### src/rtl/ahb_apb_bridge_n_pkg.sv
// Shared definitions for the AHB-to-APB bridge: FSM states, HTRANS/HRESP codes
// and the slave-index width.
package bridge_pkg;

   localparam int unsigned IDX_W = 3;

   typedef enum logic [1:0] {
      HTRANS_IDLE   = 2'b00,
      HTRANS_BUSY   = 2'b01,
      HTRANS_NONSEQ = 2'b10,
      HTRANS_SEQ    = 2'b11
   } htrans_e;

   typedef enum logic [1:0] {
      HRESP_OKAY  = 2'b00,
      HRESP_ERROR = 2'b01
   } hresp_e;

   typedef enum logic [2:0] {
      ST_IDLE,
      ST_WWAIT,
      ST_SETUP,
      ST_ACCESS,
      ST_ERR1,
      ST_ERR2
   } state_e;

   function automatic logic is_active(input logic [1:0] htrans);
      return (htrans == HTRANS_NONSEQ) || (htrans == HTRANS_SEQ);
   endfunction

endpackage

### src/rtl/ahb_apb_bridge_n_if.sv
// AHB slave side plus muxed APB master side of the bridge in one bundle.
// slave = bridge view, master = surrounding bus / bench view.
interface ahb_apb_bridge_n_if #(
   parameter int DATA_W = 32,
   parameter int NSLV   = 4
);
   logic              hreadyin;
   logic [1:0]        htrans;
   logic              hwrite;
   logic [31:0]       haddr;
   logic [DATA_W-1:0] hwdata;
   logic              hreadyout;
   logic [1:0]        hresp;
   logic [DATA_W-1:0] hrdata;
   logic [NSLV-1:0]   psel;
   logic              penable;
   logic              pwrite;
   logic [31:0]       paddr;
   logic [DATA_W-1:0] pwdata;
   logic [DATA_W-1:0] prdata;
   logic              pready;
   logic              pslverr;

   modport slave (
      input  hreadyin, htrans, hwrite, haddr, hwdata, prdata, pready, pslverr,
      output hreadyout, hresp, hrdata, psel, penable, pwrite, paddr, pwdata
   );

   modport master (
      output hreadyin, htrans, hwrite, haddr, hwdata, prdata, pready, pslverr,
      input  hreadyout, hresp, hrdata, psel, penable, pwrite, paddr, pwdata
   );
endinterface

### src/rtl/ahb_apb_bridge_n_decode.sv
// Combinational address decode: slave index = (haddr-BASE)>>REGION_LOG2,
// error when below BASE or past the last slave region.
module ahb_apb_decode
   import bridge_pkg::*;
#(
   parameter int          NSLV        = 4,
   parameter logic [31:0] BASE        = 32'h8000_0000,
   parameter int          REGION_LOG2 = 28
) (
   input  logic [31:0]      haddr_i,
   output logic [IDX_W-1:0] idx_o,
   output logic             err_o
);
   logic [31:0] offset;
   logic [31:0] region;

   always_comb begin
      offset = haddr_i - BASE;
      region = offset >> REGION_LOG2;
      idx_o  = region[IDX_W-1:0];
      err_o  = (haddr_i < BASE) || (region >= 32'(NSLV));
   end
endmodule

### src/rtl/ahb_apb_bridge_n.sv
// AHB-to-APB bridge with NSLV one-hot selects and a two-cycle ERROR response.
// Define BRIDGE_TIMEOUT_EN to abort APB accesses that hold PREADY low for TIMEOUT cycles.
module ahb_apb_bridge_n
   import bridge_pkg::*;
#(
   parameter int          DATA_W      = 32,
   parameter int          NSLV        = 4,
   parameter logic [31:0] BASE        = 32'h8000_0000,
   parameter int          REGION_LOG2 = 28,
   parameter int          TIMEOUT     = 16
) (
   input logic              hclk,
   input logic              hresetn,
   ahb_apb_bridge_n_if.slave bus
);
   state_e            state_q;
   logic [NSLV-1:0]   psel_q;
   logic              penable_q;
   logic              pwrite_q;
   logic [31:0]       paddr_q;
   logic [DATA_W-1:0] pwdata_q;
   logic [DATA_W-1:0] hrdata_q;
   logic [IDX_W-1:0]  idx_q;

   logic [IDX_W-1:0]  dec_idx;
   logic              dec_err;
   logic              done_ok;
   logic              hready;
   logic              valid;
   state_e            accept_st;
   logic [NSLV-1:0]   accept_psel;

`ifdef BRIDGE_TIMEOUT_EN
   logic [7:0]        tcnt_q;
`else
   logic              unused_timeout;
   assign unused_timeout = (TIMEOUT != 0);
`endif

   function automatic logic [NSLV-1:0] onehot(input logic [IDX_W-1:0] idx);
      logic [NSLV-1:0] r;
      for (int unsigned i = 0; i < NSLV; i++) begin
         r[i] = (idx == IDX_W'(i));
      end
      return r;
   endfunction

   ahb_apb_decode #(
      .NSLV        (NSLV),
      .BASE        (BASE),
      .REGION_LOG2 (REGION_LOG2)
   ) u_decode (
      .haddr_i (bus.haddr),
      .idx_o   (dec_idx),
      .err_o   (dec_err)
   );

   // Completion is combinational on PREADY so a new transfer can be taken on the
   // same edge; reads jump straight to SETUP, so their select is precomputed.
   always_comb begin
      done_ok     = (state_q == ST_ACCESS) && bus.pready && !bus.pslverr;
      hready      = (state_q == ST_IDLE) || (state_q == ST_ERR2) || done_ok;
      valid       = bus.hreadyin && is_active(bus.htrans) && hready;
      accept_psel = '0;
      if (dec_err) begin
         accept_st = ST_ERR1;
      end else if (bus.hwrite) begin
         accept_st = ST_WWAIT;
      end else begin
         accept_st   = ST_SETUP;
         accept_psel = onehot(dec_idx);
      end
   end

   assign bus.hreadyout = hready;
   assign bus.hresp     = ((state_q == ST_ERR1) || (state_q == ST_ERR2)) ? HRESP_ERROR : HRESP_OKAY;
   assign bus.hrdata    = ((state_q == ST_ACCESS) && !pwrite_q) ? bus.prdata : hrdata_q;
   assign bus.psel      = psel_q;
   assign bus.penable   = penable_q;
   assign bus.pwrite    = pwrite_q;
   assign bus.paddr     = paddr_q;
   assign bus.pwdata    = pwdata_q;

   always_ff @(posedge hclk or negedge hresetn) begin
      if (!hresetn) begin
         state_q   <= ST_IDLE;
         psel_q    <= '0;
         penable_q <= 1'b0;
         pwrite_q  <= 1'b0;
         paddr_q   <= '0;
         pwdata_q  <= '0;
         hrdata_q  <= '0;
         idx_q     <= '0;
`ifdef BRIDGE_TIMEOUT_EN
         tcnt_q    <= '0;
`endif
      end else begin
         if (valid) begin
            paddr_q  <= bus.haddr;
            pwrite_q <= bus.hwrite;
            idx_q    <= dec_idx;
         end
         unique case (state_q)
            ST_IDLE, ST_ERR2: begin
               state_q <= valid ? accept_st : ST_IDLE;
               psel_q  <= valid ? accept_psel : '0;
            end
            ST_WWAIT: begin
               pwdata_q <= bus.hwdata;
               psel_q   <= onehot(idx_q);
               state_q  <= ST_SETUP;
            end
            ST_SETUP: begin
               penable_q <= 1'b1;
               state_q   <= ST_ACCESS;
            end
            ST_ACCESS: begin
               if (bus.pready) begin
                  penable_q <= 1'b0;
`ifdef BRIDGE_TIMEOUT_EN
                  tcnt_q    <= '0;
`endif
                  if (bus.pslverr) begin
                     psel_q  <= '0;
                     state_q <= ST_ERR1;
                  end else begin
                     if (!pwrite_q) begin
                        hrdata_q <= bus.prdata;
                     end
                     state_q <= valid ? accept_st : ST_IDLE;
                     psel_q  <= valid ? accept_psel : '0;
                  end
               end
`ifdef BRIDGE_TIMEOUT_EN
               else if (tcnt_q == 8'(TIMEOUT - 1)) begin
                  psel_q    <= '0;
                  penable_q <= 1'b0;
                  tcnt_q    <= '0;
                  state_q   <= ST_ERR1;
               end else begin
                  tcnt_q <= tcnt_q + 8'd1;
               end
`endif
            end
            ST_ERR1: state_q <= ST_ERR2;
            default: state_q <= ST_IDLE;
         endcase
      end
   end
endmodule

### src/flat_wrapper.sv
// flat-port wrapper written by rule: the top's interface ports become plain ports
module ahb_apb_bridge_n_flat import bridge_pkg::*;
#(
   parameter int          DATA_W      = 32,
   parameter int          NSLV        = 4,
   parameter logic [31:0] BASE        = 32'h8000_0000,
   parameter int          REGION_LOG2 = 28,
   parameter int          TIMEOUT     = 16
)
  (hclk, hresetn, bus_hreadyin, bus_htrans, bus_hwrite, bus_haddr, bus_hwdata, bus_prdata, bus_pready, bus_pslverr, bus_hreadyout, bus_hresp, bus_hrdata, bus_psel, bus_penable, bus_pwrite, bus_paddr, bus_pwdata);
  ahb_apb_bridge_n_if #(.DATA_W(DATA_W), .NSLV(NSLV)) bus_i ();
  input logic hclk;
  input logic hresetn;
  input wire logic [$bits(bus_i.hreadyin)-1:0] bus_hreadyin;
  input wire logic [$bits(bus_i.htrans)-1:0] bus_htrans;
  input wire logic [$bits(bus_i.hwrite)-1:0] bus_hwrite;
  input wire logic [$bits(bus_i.haddr)-1:0] bus_haddr;
  input wire logic [$bits(bus_i.hwdata)-1:0] bus_hwdata;
  input wire logic [$bits(bus_i.prdata)-1:0] bus_prdata;
  input wire logic [$bits(bus_i.pready)-1:0] bus_pready;
  input wire logic [$bits(bus_i.pslverr)-1:0] bus_pslverr;
  output wire logic [$bits(bus_i.hreadyout)-1:0] bus_hreadyout;
  output wire logic [$bits(bus_i.hresp)-1:0] bus_hresp;
  output wire logic [$bits(bus_i.hrdata)-1:0] bus_hrdata;
  output wire logic [$bits(bus_i.psel)-1:0] bus_psel;
  output wire logic [$bits(bus_i.penable)-1:0] bus_penable;
  output wire logic [$bits(bus_i.pwrite)-1:0] bus_pwrite;
  output wire logic [$bits(bus_i.paddr)-1:0] bus_paddr;
  output wire logic [$bits(bus_i.pwdata)-1:0] bus_pwdata;
  assign bus_i.hreadyin = bus_hreadyin;
  assign bus_i.htrans = bus_htrans;
  assign bus_i.hwrite = bus_hwrite;
  assign bus_i.haddr = bus_haddr;
  assign bus_i.hwdata = bus_hwdata;
  assign bus_i.prdata = bus_prdata;
  assign bus_i.pready = bus_pready;
  assign bus_i.pslverr = bus_pslverr;
  assign bus_hreadyout = bus_i.hreadyout;
  assign bus_hresp = bus_i.hresp;
  assign bus_hrdata = bus_i.hrdata;
  assign bus_psel = bus_i.psel;
  assign bus_penable = bus_i.penable;
  assign bus_pwrite = bus_i.pwrite;
  assign bus_paddr = bus_i.paddr;
  assign bus_pwdata = bus_i.pwdata;
  ahb_apb_bridge_n #(.DATA_W(DATA_W), .NSLV(NSLV), .BASE(BASE), .REGION_LOG2(REGION_LOG2), .TIMEOUT(TIMEOUT)) u_core (.hclk(hclk), .hresetn(hresetn), .bus(bus_i));
endmodule
### config.mk
export PLATFORM = sky130hd
export DESIGN_NAME = ahb_apb_bridge_n_flat
export DESIGN_NICKNAME = d
export VERILOG_FILES = /design/src/rtl/ahb_apb_bridge_n_pkg.sv /design/src/rtl/ahb_apb_bridge_n_if.sv /design/src/rtl/ahb_apb_bridge_n_decode.sv /design/src/rtl/ahb_apb_bridge_n.sv /design/src/flat_wrapper.sv
export SDC_FILE = /design/constraint.sdc
export NUM_CORES = 1
export LEC_CHECK = 0
export ABC_CLOCK_PERIOD_IN_PS = 2200
export CAP_MARGIN = 30
export CORE_MARGIN = 10
export CORE_UTILIZATION = 39
export DETAILED_ROUTE_END_ITERATION = 8
export PLACE_DENSITY = 0.82
export SLEW_MARGIN = 25
export SYNTH_ARGS = -nofsm -noshare
export SYNTH_HDL_FRONTEND = slang
export SYNTH_HIERARCHICAL = 1
export SYNTH_SLANG_ARGS = --single-unit
### constraint.sdc
create_clock -name hclk -period 2.2 [get_ports hclk]
set_input_delay 0.66 -clock hclk [delete_from_list [all_inputs] [get_ports hclk]]
set_output_delay 0.66 -clock hclk [all_outputs]
set_load 0.005 [all_outputs]
==> results.md <==
* Final antenna-violating net count at 0
* Sinks on Clock Net at around 110
* Placed cell areas at 7460 um2
* Largest family of logic cells by synthesized area: multiplexers
* Synth Warn # at 6
* Delay of the slowest critical-path stage at roughly 380 ps
* Initial core utilization at 0.395
* CTS tree: yes
* CP Data Required Time at 1540 ps
* Max cap viols at 0
* Post-synth EDFFs at 0
* Die area at 17600 um2
* Cell chosen for the clock root: clkbuf_16
* Crit path time final at 2520 ps
* Total chip power at approximately 12000 uW
* Initial antenna violation count at 0
* Drt total wl at around 14000 um
* Synth Net Count at 423
* Crit path arrival time at 1860 ps
* Critical Path Fanout Max at 5
* Pin count of the biggest net entering global routing at 109
* Post-synthesis adder-cell area fraction at 0
* DR pass1 iterations at 4
* Final #Nets at between 600 and 700
* Bufs on Longest Clock Path at 2
* Final Hold Vio Count at 0
* Synth top area share at 0.547
* Final count of pins violating max slew at 0
* Mux contribution to synthesized area at 0.344
* Die W at approximately 130 um
* Ys flop type: dfrtp_1
* CP Launch Type: flip-flop
* Cell area after synthesis at 4940 um2
* Clock transition at path regs at about 70 ps
* Relative slew slack at 0.582
* Seq cells post-synth at about 110
* Ports at approximately 210
* Peak VDD IR at around 0.6 mV
* DRT iter0 DRCs at between 150 and 200
* Via Count at between 3000 and 4000
* Share of cells above drive strength 1 at 0.419
* Vias in the first global route at 4036
* Final Worst Setup Slack at -321 ps
* DR vias/cell at approximately 4.7
* Routed len/inst at slightly below 20 um
* Area growth syn-to-layout at 64.9%
* Global route overflow at 0
* Clk Latency, worst-skew pair at approximately 350 ps
* Die Y-Extent at 133 um
* # rows at 41
* HP Class: input port to asynchronous set/reset pin
* Final TNS setup at -9090 ps
* Post-Layout Cell Count at approximately 750
* Setup crit end kind: output port
* CP max-delay cell: dfrtp_1
* H-tree depth at 3
* RSZ-0062 raised after global routing: yes
* Design Area, Final at 8150 um2
* Post-Synth XOR/XNOR Area at 0
* Syn Inst Count at between 300 and 400
* HPWL after DPL at 10200 um
* CORE AREA at about 13000 um2
* Synth async-reset ratio at 1.00
* Critical path type: flip-flop to output port
* # diodes at 0
* Count leader, synth: dfrtp_1
* Simple-Gate Fraction of Synth Area at 0.0474
* First-pass GRT wire length at approximately 23000 um
* Worst hold margin at ~330 ps
* Violated checks: negative setup slack
* Status: complete, but fails checks
* Leakage at approximately 0.0037 uW
* Fmax at between 0.3 and 0.4 GHz
* Sequential area share after synthesis at 0.547
* CP Cell Sequence: nand2b_4, nor3_4, buf_12, buf_16, buf_8, mux2_4, buf_6
* Complex-gate fraction of the synthesized area at 0.0268
* Synthesized area per cell at roughly 15 um2
* Fillers at a little over 900
* CTS buffer count at 9
* Final Skew at 7.64 ps
* IO Port Bufs at 206
* Worst-Margin Slew at between 600 and 700 ps
* CTS Hold Bufs at 0
* Synth area leader: dfrtp_1
* Area contributors post-synth: dfrtp_1, mux2_4, mux2_2, buf_6, buf_2
* RD Place Congestion at 0.765
* Cell Pwr Density at roughly 1500 nW/um2
* Total GRT Usage at 0.164
* Drt drc at 0
* Synth top cells by count: dfrtp_1, mux2_2, mux2_4
* Final Cycle Share at 1.15
* Distinct cells, synth at 39
* Placed insts at 720
* Setup Viol. Count Final at 34
## state kept, by name, summed over array words and instances, names as in the netlist
signal / cells
u_core/bus.paddr: 32
u_core/bus.penable: 1
u_core/bus.psel: 4
u_core/bus.pwdata: 32
u_core/bus.pwrite: 1
u_core/hrdata_q: 32
u_core/idx_q: 3
u_core/state_q: 3
## report_power, final
part / internal [uW] / switching, uW / leakage (uW)
combinational: 4370 / 2020 / 0.00219
sequential: 2990 / 575 / 0.00129
clock: 1150 / 743 / 0.000166
total: 8510 / 3340 / 0.00365
## critical path, delay by kind of cell (launching register included)
| kind | cells | cell delay (ps) |
|---|---|---|
| muxes | 1 | 310 |
| and+or+nand+nor | 2 | 300 |
| DFF | 1 | 380 |
| buffers and inverters | 4 | 510 |
## area by class of cell
cell class | instances | area, um2 | share of cell area
flip-flops and latches | 108 | 2700 | 0.332
repair buffers | 261 | 2670 | 0.328
multi-input cells | 188 | 2200 | 0.270
clock buffers | 11 | 243 | 0.0298
well taps | 172 | 215 | 0.0264
clock inverters | 5 | 106 | 0.0131
inverters | 2 | 7.51 | 0.000921
## metal layers
metal	GRT usage	wire length [um]	vias up
met2	0.277	7350	130
met1	0.197	6090	1753
met5	0	0	-
met3	0.0458	831	13
li1	-	-	1637
met4	0.0538	199	0
## cell families after synthesis
logic type	after synthesis
compound gates	19
buf+inv	23
flops	108
mux	131
other cells	1
simple gates	37
## what timing repair did
item                                    CTS  global route
resized for setup                       210             0
pin swaps                                 1             1
setup buffers                             9             1
cloned                                    3             0
endpoints found under the setup margin   34            34
## stage by stage
| step | worst slack (ps) | utilization |
|---|---|---|
| 6_report | -321 | 0.651 |
| 5_1_grt | -392 | 0.651 |
| 4_1_cts | -451 | 0.655 |
| 3_5_place_dp | -577 | 0.596 |
| 3_3_place_gp | -585 | 0.596 |
| 2_1_floorplan | 68.4 | - |
## cell usage in the layout, fill, tap and decap left out, types with 2 or more instances in the layout
cell type and instances:
clkdlybuf4s50_1 170, dfrtp_1 108, mux2_4 92, buf_4 42
mux2_2 38, buf_6 32, clkbuf_16 9, buf_12 9
nand2_1 7, nor2_1 5, o21ai_0 4, buf_8 4
bufinv_16 3, nor3_1 3, nor2b_1 3, nand3_1 3
dlygate4sd2_1 2, inv_1 2, nor3_4 2, nand2b_1 2
nand3b_1 2, o21bai_1 2, o221ai_1 2, a31oi_1 2
o211ai_1 2
## worst paths after layout
| path | from | to | slack (ps) | cells past startpoint |
|---|---|---|---|---|
| worst max-delay path | u_core/state_q[2]$_DFFE_PN0P_ | bus_hrdata[14] | -320 | 7 |
| worst min-delay path | hresetn | u_core/hrdata_q[28]$_DFFE_PN0P_ | 330 | 2 |
| worst max register to register | u_core/state_q[2]$_DFFE_PN0P_ | u_core/hrdata_q[18]$_DFFE_PN0P_ | 200 | 9 |
| worst min register to register | u_core/bus.pwdata[6]$_DFFE_PN0P_ | u_core/bus.pwdata[6]$_DFFE_PN0P_ | 510 | 1 |
| max in group asynchronous | hresetn | u_core/bus.pwdata[0]$_DFFE_PN0P_ | 1350 | 2 |
| min in group hclk | u_core/bus.pwdata[6]$_DFFE_PN0P_ | u_core/bus.pwdata[6]$_DFFE_PN0P_ | 510 | 1 |
Power figures use the tool's default switching activity.
